<file path="src/rtl/mem_req_arbiter.sv">
// Read-burst arbiter: grants one of NUM_CLIENTS miss handlers onto the SDRAM read port.
// Define MEMARB_FIXED_PRIO_EN for fixed lowest-index priority; default is round-robin.
module mem_req_arbiter #(
    parameter  int NUM_CLIENTS = 4,
    parameter  int MAX_TRANS   = 16,
    localparam int TS_W        = $clog2(MAX_TRANS),
    localparam int GW          = $clog2(NUM_CLIENTS)
) (
    input  logic                             clk,
    input  logic                             rst,
    input  logic [NUM_CLIENTS-1:0][24:0]     cl_addr,
    input  logic [NUM_CLIENTS-1:0][TS_W-1:0] cl_transSize,
    input  logic [NUM_CLIENTS-1:0]           cl_readReq,
    output logic [NUM_CLIENTS-1:0]           cl_readValid_out,
    output logic [31:0]                      cl_readData,
    output logic [NUM_CLIENTS-1:0]           cl_doneRead,
    output logic                             rd_req,
    output logic [24:0]                      rd_addr,
    output logic [TS_W-1:0]                  rd_len,
    input  logic                             rd_ack,
    input  logic                             rd_valid,
    input  logic [31:0]                      rd_data
);

    typedef enum logic [1:0] {IDLE, REQ, DATA, DONE} state_t;

    state_t        state;
    logic [GW-1:0] grant;
    logic [GW-1:0] win;
    logic          any_req;
    logic [TS_W:0] cnt;
    logic [TS_W:0] cnt_inc;
    logic [TS_W:0] len_ext;
    logic          beat_ok;
    logic          beat;

`ifndef MEMARB_FIXED_PRIO_EN
    logic [GW-1:0] ptr;
    logic [GW-1:0] ptr_next;
`endif

    function automatic logic [NUM_CLIENTS-1:0] onehot(input logic [GW-1:0] g);
        onehot    = '0;
        onehot[g] = 1'b1;
    endfunction

    // Winner search starts at the round-robin pointer (or index 0 in fixed priority).
    always_comb begin
        logic [GW-1:0] idx;
        win     = '0;
        any_req = 1'b0;
        idx     = '0;
        for (int i = 0; i < NUM_CLIENTS; i++) begin
`ifdef MEMARB_FIXED_PRIO_EN
            idx = GW'(i);
`else
            idx = GW'((int'(ptr) + i) % NUM_CLIENTS);
`endif
            if (!any_req && cl_readReq[idx]) begin
                any_req = 1'b1;
                win     = idx;
            end
        end
    end

`ifndef MEMARB_FIXED_PRIO_EN
    assign ptr_next = (win == GW'(NUM_CLIENTS - 1)) ? '0 : win + GW'(1);
`endif

    // Counter is one bit wider than rd_len so a full-length burst never wraps.
    assign len_ext = {1'b0, rd_len};
    assign cnt_inc = cnt + {{TS_W{1'b0}}, rd_valid};

    // A beat together with the accept counts as beat 0; beats anywhere else are dropped.
    assign beat_ok          = (state == DATA) || ((state == REQ) && rd_ack);
    assign beat             = beat_ok && rd_valid;
    assign cl_readValid_out = beat ? onehot(grant) : '0;
    assign cl_readData      = beat ? rd_data : '0;

    always_ff @(posedge clk or posedge rst) begin
        if (rst) begin
            state       <= IDLE;
            grant       <= '0;
            rd_req      <= 1'b0;
            rd_addr     <= '0;
            rd_len      <= '0;
            cnt         <= '0;
            cl_doneRead <= '0;
`ifndef MEMARB_FIXED_PRIO_EN
            ptr         <= '0;
`endif
        end else begin
            cl_doneRead <= '0;
            case (state)
                IDLE: begin
                    if (any_req) begin
                        rd_addr <= cl_addr[win];
                        rd_len  <= cl_transSize[win];
                        grant   <= win;
                        cnt     <= '0;
`ifndef MEMARB_FIXED_PRIO_EN
                        ptr     <= ptr_next;
`endif
                        if (cl_transSize[win] == '0) begin
                            state       <= DONE;
                            cl_doneRead <= onehot(win);
                        end else begin
                            state  <= REQ;
                            rd_req <= 1'b1;
                        end
                    end
                end
                REQ: begin
                    if (rd_ack) begin
                        rd_req <= 1'b0;
                        cnt    <= cnt_inc;
                        if (cnt_inc == len_ext) begin
                            state       <= DONE;
                            cl_doneRead <= onehot(grant);
                        end else begin
                            state <= DATA;
                        end
                    end
                end
                DATA: begin
                    if (rd_valid) begin
                        cnt <= cnt_inc;
                        if (cnt_inc == len_ext) begin
                            state       <= DONE;
                            cl_doneRead <= onehot(grant);
                        end
                    end
                end
                DONE: begin
                    state <= IDLE;
                end
                default: begin
                    state <= IDLE;
                end
            endcase
        end
    end

endmodule

</file>
<file path="config.mk">
export PLATFORM = sky130hd
export DESIGN_NAME = mem_req_arbiter
export DESIGN_NICKNAME = d
export VERILOG_FILES = /design/src/rtl/mem_req_arbiter.sv
export SDC_FILE = /design/constraint.sdc
export NUM_CORES = 1
export LEC_CHECK = 0
export ABC_AREA = 1
export BUFFER_PORTS_ARGS = -buffer_cell sky130_fd_sc_hd__buf_2
export CAP_MARGIN = 20
export CORE_MARGIN = 1
export CORE_UTILIZATION = 47
export DETAILED_ROUTE_END_ITERATION = 7
export GPL_ROUTABILITY_DRIVEN = 0
export PLACE_DENSITY = 0.87
export SETUP_SLACK_MARGIN = 0.4
export SYNTH_ARGS = -nofsm -noshare
export SYNTH_HDL_FRONTEND = slang
export SYNTH_SLANG_ARGS = --single-unit
export TNS_END_PERCENT = 50
</file>
<file path="constraint.sdc">
create_clock -name clk -period 3 [get_ports clk]
set_input_delay 0.15 -clock clk [delete_from_list [all_inputs] [get_ports clk]]
set_output_delay 0.15 -clock clk [all_outputs]
set_load 0.01 [all_outputs]
</file>
== Word level (Yosys, flattened, before mapping) ==
Index checks and enable logic that the tools add are counted.

* Shifts and indexed selects: 0
* Eq/ne operators: 10
* Bitwise logic cells: 0
* Order comparisons: 8
* Divide/modulo/power cells: 0
* $mul: 0
* Multiplexer cells: 48
* Reductions and logical operators: 19
* Add/sub/neg operators: 5

{| class="wikitable"
|+ Operators by type and width
! cell !! count
|-
| binary-select mux 25 bit (select 2 bit) || 1
|-
| two-way mux 32 bit || 1
|-
| two-way mux 4 bit || 7
|-
| two-way mux 25 bit || 1
|-
| two-way mux 2 bit || 10
|-
| less-than comparator 2 x 3 -> 1 bit (second input constant) || 6
|-
| two-way mux 5 bit || 3
|-
| case mux 5 bit (3 select lines) || 1
|-
| two-way mux 1 bit || 14
|-
| case mux 4 bit (3 select lines) || 1
|-
| AND reduction 4 bit || 3
|-
| binary-select mux 1 bit (select 2 bit) || 4
|-
| binary-select mux 4 bit (select 2 bit) || 1
|-
| != test 2 bit (second input constant) || 4
|-
| case mux 2 bit (4 select lines) || 1
|-
| logical AND 1 bit || 7
|-
| equality test 2 bit (second input constant) || 3
|-
| adder 5 x 1 -> 5 bit || 1
|-
| equality test 5 x 4 -> 1 bit || 1
|-
| adder 2 x 1 -> 2 bit (second input constant) || 2
|-
| adder 2 bit (second input constant) || 2
|-
| demux 1 bit (select 2 bit) || 2
|-
| greater-or-equal comparator 2 x 1 -> 1 bit (second input constant) || 2
|-
| zero test 4 bit || 1
|-
| 9 further kinds || 11
|}

* Bits of input ports: 156
* Memories kept: 0
* Output and inout port bits: 70
* Bits in latches: 0
* Memory bits (writable): 0
* Register bits: 45
* ROM bits: 0
* Logic and storage cells: 98

== Depth between registers and ports, before layout ==
Gate-level depths: netlist of the first run.

* Depth after elaboration: 19
* Mapped depth: 19
* Depth with buffers taken out: 18

== Worst setup path before layout of the first run ==
Ideal clock, no wire load.

* Path type: register -> register
* From: register ptr[0]
* To: register cl_doneRead[1]
* Period minus slack after synthesis: 2,015 ps
* Buffers on the path: 2
* Cell stages (with the launch flop): 16
* Required time: 2,922 ps
* Arrival: 1,937 ps
* Setup time: 78 ps
* Path slack: 985 ps
* Path through: dfrtp_1 > buf_4 > nand2_1 > nand2_2 > nand2_1 > nand2_1 > nand2_1 > nand2_1 > nand2_1 > nand3_4 > inv_2 > clkbuf_1 > ha_1 > nand2_1 > nand3b_1 > a21oi_1

* Longest elaborated chain between the ends: 19
* Elaborated cells on any way between the ends: 36
* Classes of those cells: add/sub: 3; order compare: 2; mux: 23; reduce/logical: 8

{| class="wikitable"
|+ Ends and longest elaborated chain
! element !! RTL line !! source
|-
| start: declaration || 38 || <nowiki>logic [GW-1:0] ptr;</nowiki>
|-
| start signal: assignment || 102 || <nowiki>ptr <= ptr_next;</nowiki>
|-
| parallel branches: the longest is 11 deep, another holds adder 2 x 1 -> 2 bit || n/a ||
|-
| two-way mux 2 bit * || 59 || <nowiki>if (!any_req && cl_readReq[idx]) begin</nowiki>
|-
| net win[0] || 29 || <nowiki>logic [GW-1:0] win;</nowiki>
|-
| less-than comparator 2 x 3 -> 1 bit (implied by the code) or greater-or-equal comparator 2 x 1 -> 1 bit (tied branches) || 44 || <nowiki>onehot[g] = 1'b1;</nowiki>
|-
| logical AND 1 bit (implied by the code) || 44 ||
|-
| two-way mux 1 bit (implied by the code) || 44 ||
|-
| demux 1 bit (select 2 bit) || 44 ||
|-
| two-way mux 4 bit * || 104 || <nowiki>if (cl_transSize[win] == '0) begin</nowiki>
|-
| two-way mux 4 bit * || 96 || <nowiki>if (any_req) begin</nowiki>
|-
| case mux 4 bit (3 select lines) * || 94 || <nowiki>case (state)</nowiki>
|-
| end signal: assignment || 106 || <nowiki>cl_doneRead <= onehot(win);</nowiki>
|-
| end signal: assignment || 119 || <nowiki>cl_doneRead <= onehot(grant);</nowiki>
|-
| end signal: assignment || 130 || <nowiki>cl_doneRead <= onehot(grant);</nowiki>
|-
| end: declaration || 16 || <nowiki>output logic [NUM_CLIENTS-1:0] cl_doneRead,</nowiki>
|}

Mark *: on every way through the listed nets, which the timed path passes. The select of a mux whose other input is x is not followed.
A chain may end at the register's enable or synchronous reset.

== Worst setup path after layout of the first run ==
* From: register ptr[0]
* To: register rd_addr[11]

* Longest elaborated chain between the ends: 14
* Elaborated cells on any way between the ends: 28
* Classes of those cells: add/sub: 3; mux: 18; reduce/logical: 7

{| class="wikitable"
|+ Ends and longest elaborated chain
! element !! RTL line !! source
|-
| parallel branches: the longest is 14 deep, another holds adder 2 x 1 -> 2 bit || n/a ||
|-
| end signal: assignment || 97 || <nowiki>rd_addr <= cl_addr[win];</nowiki>
|-
| end: declaration || 18 || <nowiki>output logic [24:0] rd_addr,</nowiki>
|}

Several ways; the timed one is not identified. The select of a mux whose other input is x is not followed.

==> results of run 1 <==
## repair_timing
| item | in CTS | in global routing |
|---|---|---|
| resized for setup | 1 | 9 |
| setup endpoints to repair | 1 | 32 |
| pin swaps | 0 | 0 |
## worst register-to-register path: stages, from the launching register on
cell and delay [ps]:
dfrtp_2 500, inv_4 140, nand2_1 80, nand3_1 110
nand2_2 100, nor2_4 170, nand3_4 170, nand3_4 240
buf_4 360, mux2i_1 300, o221ai_1 140
## layer usage
| metal | share of wire, % | track usage, % |
|---|---|---|
| met3 | 6.8 | 3.88 |
| met1 | 41 | 33.3 |
| met2 | 51 | 47.6 |
| met5 | 0 | 0 |
| met4 | 1.3 | 7.36 |
## synthesized netlist by cell type (2+ instances only)
cell type | count | area, um^2
a21oi_1 | 9 | 45.0
a31oi_1 | 14 | 87.6
buf_2 | 7 | 35.0
buf_4 | 7 | 52.6
buf_6 | 3 | 33.8
clkbuf_1 | 6 | 22.5
dfrtp_1 | 45 | 1130
ha_1 | 11 | 138
inv_1 | 58 | 218
inv_2 | 5 | 18.8
mux2i_1 | 23 | 230
nand2_1 | 109 | 409
nand2_2 | 12 | 75.1
nand3_1 | 26 | 130
nand3_2 | 4 | 40.0
nand3_4 | 2 | 35.0
nand3b_1 | 6 | 45.0
nor2_1 | 70 | 263
nor2_4 | 3 | 33.8
nor3_1 | 6 | 30.0
o211ai_1 | 6 | 45.0
o21ai_0 | 27 | 135
o21ai_1 | 6 | 30.0
o21bai_1 | 11 | 82.6
o221ai_1 | 10 | 87.6
o22ai_1 | 2 | 12.5
o41ai_1 | 2 | 17.5
or2_2 | 3 | 18.8
xnor2_1 | 2 | 17.5
xor2_1 | 3 | 26.3
## sequential cells by signal, indices dropped and copies added (netlist names)
name,count
grant,2
rd_addr,25
cnt,5
state,2
cl_doneRead,4
ptr,2
rd_req,1
rd_len,4
## cells by family (layout without fill, tap and decap cells)
family                     after synthesis  after routing  synth area share, %
buffers and inverters                   89            302                 11.1
AOI/OAI and AO/OA                       87             87                 15.2
muxes                                   23             23                 6.46
DFF                                     45             45                 31.6
xor gates and xnor gates                 5              5                 1.23
and+or+nand+nor                        242            242                 30.5
adders and majority gates               11             11                 3.86
## worst min path at each step
stage / start / slack (ps) / endpoint / cells after the start
CTS: rst / 90 / rd_addr[23] / 2
global placement: rst / 430 / cl_doneRead[1] / 2
detailed placement: rst / 430 / cl_doneRead[1] / 2
floorplan: cl_addr[25] / 360 / rd_addr[0] / 2
global route: rst / 130 / rd_addr[20] / 2
finish: rst / 60 / grant[1] / 2
## cells in the final DEF (no fill, tap or decap), drive strengths merged
master / Yosys / layout
buf: 18 / 230
nand2: 121 / 121
nor2: 73 / 73
inv: 64 / 65
dfrtp: 45 / 45
o21ai: 33 / 33
nand3: 32 / 32
mux2i: 23 / 23
a31oi: 14 / 14
o21bai: 11 / 11
ha: 11 / 11
o221ai: 10 / 10
a21oi: 9 / 9
nand3b: 6 / 6
o211ai: 6 / 6
nor3: 6 / 6
clkbuf: 7 / 6
xor2: 3 / 3
or2: 3 / 3
o22ai: 2 / 2
xnor2: 2 / 2
o41ai: 2 / 2
nand4: 1 / 1
clkinv: 0 / 1
## area by class of cell
| class | instances | area share, % |
|---|---|---|
| timing repair buffer | 230 | 24.3 |
| inverter | 64 | 5.24 |
| clock inverter | 2 | 0.363 |
| tap | 99 | 2.57 |
| clock buffer | 6 | 1.71 |
| sequential | 45 | 23.4 |
| multi-input combinational | 368 | 42.4 |
## stage by stage
step                worst slack, ps  cell area (um^2)  power (mW)  util, %  hold slack [ps]
floorplan                       985              3560        4.47        -              355
global placement                614              4700        5.25     64.4              427
detailed placement              451              4700        5.43     64.4              430
CTS                             406              4800        5.86     65.8             87.9
global route                    361              4820        6.53     66.1              129
finish                          561              4820        5.94     66.1             59.1
## power groups by stage
| stage | clock network [mW] | logic, mW | registers, mW |
|---|---|---|---|
| 2_1_floorplan | 0 | 3.32 | 1.16 |
| 3_3_place_gp | 0 | 4.15 | 1.09 |
| 5_1_grt | 0.456 | 4.94 | 1.14 |
| 6_report | 0.414 | 4.41 | 1.11 |
| 3_5_place_dp | 0 | 4.33 | 1.10 |
| 4_1_cts | 0.424 | 4.34 | 1.10 |
==> summary.md, run 1 <==
| Metric | Value |
|---|---|
| Status | `complete, no violations` |
| RSZ-0062 raised after global routing | `yes` |
| DR iter-0 viols | `150` |
| Post-CTS Setup Inserts | `0` |
| Sequential standard cell area | `1130 um^2` |
| Overflow after GRT | `0` |
| Die X | `89.1 um` |
| Placement row count | `31` |
| Synth Warn # | `0` |
| DPL Wire Length | `between 8000 and 9000 um` |
| Drt pass-1 iters | `5` |
| Pwr/cell area | `1230 nW/um^2` |
| Via count | `4166` |
| Final non-filler cell total | `814` |
| Seq/Total Area, Yosys | `31.6%` |
| Hold crit path type | `primary input to async pin` |
| Worst path cell trace | `inv_4 > nand2_1 > nand3_1 > nand2_2 > nor2_4 > nand3_4 > nand3_4 > buf_4 > mux2i_1 > o221ai_1` |
| Root Driver | `clkbuf_8` |
| Crit path max fanout | `30` |
| Kind of critical path | `flip-flop to flip-flop` |
| Data arrival, critical path | `2620 ps` |
| Clock share of power | `7.0%` |
| Crit end category | `flip-flop` |
| Setup Total Neg Slack | `0 ps` |
| Worst Setup EP | `rd_addr[11]` |
| Endpoints failing setup | `0` |
| Multi-input logic area | `approximately 2000 um^2` |
| Sw Share | `between 50% and 60%` |
| Maxcap violations | `0` |
| Cell family with most CP delay | `simple AND/OR/NAND/NOR gates` |
| Min Clock Period, post-route | `2440 ps` |
| Drt wl/cell | `13.6 um` |
| Final-report hold violation count | `0` |
| Number of global-route vias before repair | `3550` |
| CTS H-tree lvls | `2` |
| R2R cell count | `10` |
| Rel. slew slack | `36.7%` |
| Most frequent CP cell | `nand3_4` |
| Lkg Pwr | `2.82 nW` |
| Fin. max-slew vios | `0` |
| Peak VDD IR | `slightly below 700 uV` |
| Die area | `7930 um^2` |
| Core area | `7290 um^2` |
| IO Pins | `226` |
| Top FF cell, synth | `dfrtp_1` |
| Least-Margin Pin Slew | `between 900 and 1000 ps` |
| Fmax | `0.410 GHz` |
| Vias per Instance | `between 5 and 6` |
| Slowest CP cell | `dfrtp_2` |
| CTS tree | `yes` |
| Fin crit share | `81.3%` |
| Worst R2R Setup Slack | `560 ps` |
| Remaining DRCs | `0` |
| FILL cells | `649` |
| Largest net degree at the start of global routing | `46` |
| Initial antenna violation count | `0` |
| Share of cells above drive strength 1 | `a little under two fifths` |
| Total track usage | `26.5%` |
| Clk Latency, worst-skew pair | `roughly 310 ps` |
| CTS clk-pin slew, worst paths | `100 ps` |
| Crit path required time | `roughly 3200 ps` |
| Buffers on Ports | `about 230` |
| Crit path from | `ptr[0]` |
| # clock sinks | `45` |
| Flops & latches, synth | `45` |
| Crit path buf inv count | `2` |
| Slowest cell delay on critical path | `approximately 500 ps` |
| NetSw | `3.20 mW` |
| R2R Path Start | `ptr[0]` |
| Post-CTS Hold Buffers | `0` |
| Mapped cell area | `3560 um^2` |
| Crit start category | `flip-flop` |
| Synthesized Nets | `669` |
| Unique cell type count in the Yosys netlist | `34` |
| Clock Skews | `17.2 ps` |
| Worst r2r dst | `rd_addr[11]` |
| P&R area growth vs syn | `35.3%` |
| Final ANT Viol Nets | `0` |
| Maximum clock path buffer count | `2` |
| Global-route wire length before repair | `between 15000 and 20000 um` |
| Asr flop ratio synth | `100%` |
| Sequential Power Share | `18.7%` |
| Power share of the combinational group | `roughly 74%` |
| Post-Syn Instances | `502` |
| Final wirelength | `about 11000 um` |
| Initial Util | `48.9%` |
| Internal power | `between 2 and 3 mW` |
| CP Depth | `10` |
| N_diodes | `0` |
| Mean post-synth cell area | `7.10 um^2` |
| Cells after DPL | `806` |
| CTS buffer count | `5` |
| Number of flops mapped to enable cells by yosys | `0` |
| Die span in y | `approximately 89 um` |
| Nets@finish | `881` |
(Power assumes the default switching activity.)
==> inputs of run 2 (changes only) <==
--- a/config.mk
+++ b/config.mk
@@ -5,14 +5,14 @@
 export SDC_FILE = /design/constraint.sdc
 export NUM_CORES = 1
 export LEC_CHECK = 0
-export ABC_AREA = 1
+export ABC_AREA = 0
 export BUFFER_PORTS_ARGS = -buffer_cell sky130_fd_sc_hd__buf_2
 export CAP_MARGIN = 20
 export CORE_MARGIN = 1
-export CORE_UTILIZATION = 47
+export CORE_UTILIZATION = 42
 export DETAILED_ROUTE_END_ITERATION = 7
 export GPL_ROUTABILITY_DRIVEN = 0
-export PLACE_DENSITY = 0.87
+export PLACE_DENSITY = 0.82
 export SETUP_SLACK_MARGIN = 0.4
 export SYNTH_ARGS = -nofsm -noshare
 export SYNTH_HDL_FRONTEND = slang
==> constraint.sdc (replaced) <==
create_clock -name clk -period 2.31 [get_ports clk]
set_input_delay 0.1155 -clock clk [delete_from_list [all_inputs] [get_ports clk]]
set_output_delay 0.1155 -clock clk [all_outputs]
set_load 0.01 [all_outputs]
==> summary.md, run 2 <==
| Metric | Value |
|---|---|
| Top flop regs | `rd_addr x25, cnt x5` |
| Synthesized Nets | `611 (-8.7%)` |
| Rel. slew slack | `65.4% (+29 points)` |
| Global-route wire length before repair | `14700 um (-9.5%)` |
| Internal power | `2.73 mW (-0.17%)` |
| Maxcap violations | `0 (unchanged)` |
| Clock Skews | `6.65 ps (-10.5 ps)` |
| Data arrival, critical path | `2510 ps (-110 ps)` |
| CTS H-tree lvls | `2 (unchanged)` |
| NetSw | `2.33 mW (-27%)` |
| Pwr/cell area | `1060 nW/um^2 (-14%)` |
| Reg with most FFs | `rd_addr` |
| Endpoints failing setup | `0 (unchanged)` |
| Number of flops mapped to enable cells by yosys | `0 (unchanged)` |
| Vias per Instance | `4.89 (-4.5%)` |
| Via count | `3762 (-9.7%)` |
| Clk Latency, worst-skew pair | `290 ps (-20 ps)` |
| Top cells by area, synth | `dfrtp_1 35%, nand2_1 10%, nor2_1 9.6%` |
| Power share of the combinational group | `62.9% (-11 points)` |
| Hold crit path type | `primary input to flip-flop` |
| Crit path required time | `2530 ps (-650 ps)` |
| Placement row count | `31 (unchanged)` |
| IO Pins | `226 (unchanged)` |
| Commonest non-fill, non-tap cell in the layout | `buf_2` |
| Final wirelength | `9920 um (-10%)` |
| Nets@finish | `837 (-5.0%)` |
| Max FFs per register | `25 (unchanged)` |
| Crit end category | `flip-flop` |
| Total track usage | `23.6% (-2.9 points)` |
| R2R cell count | `9 (-1)` |
| R2R Path Start | `ptr[1]` |
| Asr flop ratio synth | `100% (unchanged)` |
| Min Clock Period, post-route | `2300 ps (-141 ps)` |
| P&R area growth vs syn | `48.5%` |
| Top FF cell, synth | `dfrtp_1` |
| Hold Crit Depth | `5` |
| Most frequent cells in the layout | `225 x buf_2, 87 x nand2_1, 81 x nor2_1` |
| Least-Margin Pin Slew | `514 ps (-434 ps)` |
| DR iter-0 viols | `129 (-14%)` |
| Unique cell type count in the Yosys netlist | `34 (unchanged)` |
| Peak VDD IR | `405 uV (-41%)` |
| Status | `complete, no violations` |
| Initial Util | `43.9% (-4.9 points)` |
| Core area | `7290 um^2 (unchanged)` |
| Crit path max fanout | `6 (-80%)` |
| Largest net degree at the start of global routing | `53 (+15%)` |
| Final ANT Viol Nets | `0 (unchanged)` |
| Clock share of power | `9.4% (+2.4 points)` |
| Maximum clock path buffer count | `2 (unchanged)` |
| Fmax | `0.435 GHz (+6.1%)` |
| Drt pass-1 iters | `5 (unchanged)` |
| Kind of critical path | `flip-flop to flip-flop` |
| Die area | `7980 um^2 (+0.57%)` |
| WHS | `195 ps (+136 ps)` |
| Sw Share | `46.1% (-7.9 points)` |
| Crit start category | `flip-flop` |
| Top cell type's share of synthesized area | `35.2% (+3.6 points)` |
| DPL Wire Length | `7830 um (-11%)` |
| Post-Syn Instances | `444 (-12%)` |
| Mapped cell area | `3200 um^2 (-10%)` |
| Die span in y | `89.3 um (+0.29%)` |
| CTS buffer count | `5 (unchanged)` |
| CTS clk-pin slew, worst paths | `90 ps (about the same)` |
| Count leader, synth | `nand2_1` |
| Fin. max-slew vios | `0 (unchanged)` |
| Worst R2R Setup Slack | `10 ps (-550 ps)` |
| Remaining DRCs | `0 (unchanged)` |
| Root Driver | `clkbuf_8` |
| Overflow after GRT | `0 (unchanged)` |
| Cells after DPL | `752 (-6.7%)` |
| Die X | `89.3 um (+0.29%)` |
| RSZ-0062 raised after global routing | `yes` |
| Final non-filler cell total | `770 (-5.4%)` |
| Number of global-route vias before repair | `3321 (-6.5%)` |
| Initial antenna violation count | `0 (unchanged)` |
| Synth Warn # | `0 (unchanged)` |
| HP Start | `cl_addr[44]` |
| # clock sinks | `45 (unchanged)` |
| Final-report hold violation count | `0 (unchanged)` |
| Flops & latches, synth | `45 (unchanged)` |
| Share of cells above drive strength 1 | `43.1% (+5.0 points)` |
| Post-synth top cells | `87 x nand2_1, 82 x nor2_1, 58 x o21ai_0` |
| N_diodes | `0 (unchanged)` |
| Drt wl/cell | `12.9 um (-5.0%)` |
| Overall Power | `5.06 mW (-15%)` |
| Fin crit share | `99.5% (+18 points)` |
| Seq/Total Area, Yosys | `35.2% (+3.6 points)` |
| Area leader, netlist | `dfrtp_1` |
| Mean post-synth cell area | `7.21 um^2 (+1.6%)` |
| CTS tree | `yes` |
| Sequential Power Share | `27.7% (+9.0 points)` |
| Worst r2r dst | `cl_doneRead[1]` |
| Hold Crit Endpoint | `rd_addr[19]` |
| Buffers on Ports | `225 (unchanged)` |
| Lkg Pwr | `2.54 nW (-10%)` |
## run 2: cell count changes after synthesis, moves of 11 or more
cell	delta
inv_1	-46
and2_1	+33
o21ai_0	+31
nand2_1	-22
mux2i_1	-21
clkbuf_1	+18
a31oi_1	-14
nand2_2	-12
nor2_1	+12
o21bai_1	-11
## run 2: kinds of logic after synthesis
logic type	after synthesis	share of synthesized area [%]
simple gates	249	34.9
compound gates	84	14.5
flops	45	35.2
buf+inv	39	4.57
mux	11	5.20
fa+ha+maj	11	4.30
xor+xnor	5	1.37
## run 2: worst max-delay path by stage
stage,start,end,slack [ps],cells past startpoint
floorplan,ptr[1],rd_req,120,8
global placement,ptr[1],cl_doneRead[1],70,9
detailed placement,ptr[1],cl_doneRead[3],-30,9
CTS,ptr[1],cl_doneRead[3],10,9
global route,ptr[1],cl_doneRead[3],-110,9
finish,ptr[1],cl_doneRead[1],10,9
## run 2: through the flow
step	utilization (%)	setup WS, ps	cell area, um^2	TNS, ps
floorplan	-	122	3230	0
global route	65.2	-114	4750	-442
global placement	61.3	68.8	4470	0
CTS	63.9	11.1	4660	0
finish	65.2	11.6	4750	0
detailed placement	61.3	-29.3	4470	-109
## run 2: repair_timing
item,in CTS,in global routing
resized for setup,15,15
pin swaps,2,10
endpoints found under the setup margin,76,77
endpoints found under the hold margin,23,0
hold buffers,1,0
gates cloned,1,0
buffers inserted,4,4
## run 2: cell type report
cell class              count  area (um^2)
fillers                   646         2540
flip-flops and latches     45         1130
repair buffers            244         1270
clock inverters             3         17.5
clock buffers               5         68.8
well taps                  99          124
multi-input cells         361         2090
inverters                  13         51.3
## run 2: power groups by stage
stage                     combinational (mW)  clock (mW)  sequential [mW]
after detailed placement                2.91           0             1.41
after global placement                  2.83           0             1.38
after global routing                    3.56       0.515             1.44
final                                   3.18       0.477             1.40
after CTS                               3.05       0.489             1.38
after floorplan                         1.84           0             1.48
## run 2: worst max-delay path: stages (launching register included)
cell	delay [ps]
dfrtp_2	440
mux2i_1	140
o22ai_2	200
nor2_4	60
inv_4	100
mux4_2	550
nor4_4	420
buf_4	180
nand3_1	50
o21ai_1	80
## run 2: metal layers
metal	vias to the layer above	wire [um]	GRT usage, %
met3	7	556	4.06
met1	1694	4020	27.8
met5	-	0	0
li1	1915	-	-
met4	0	51	3.46
met2	146	5290	45.3
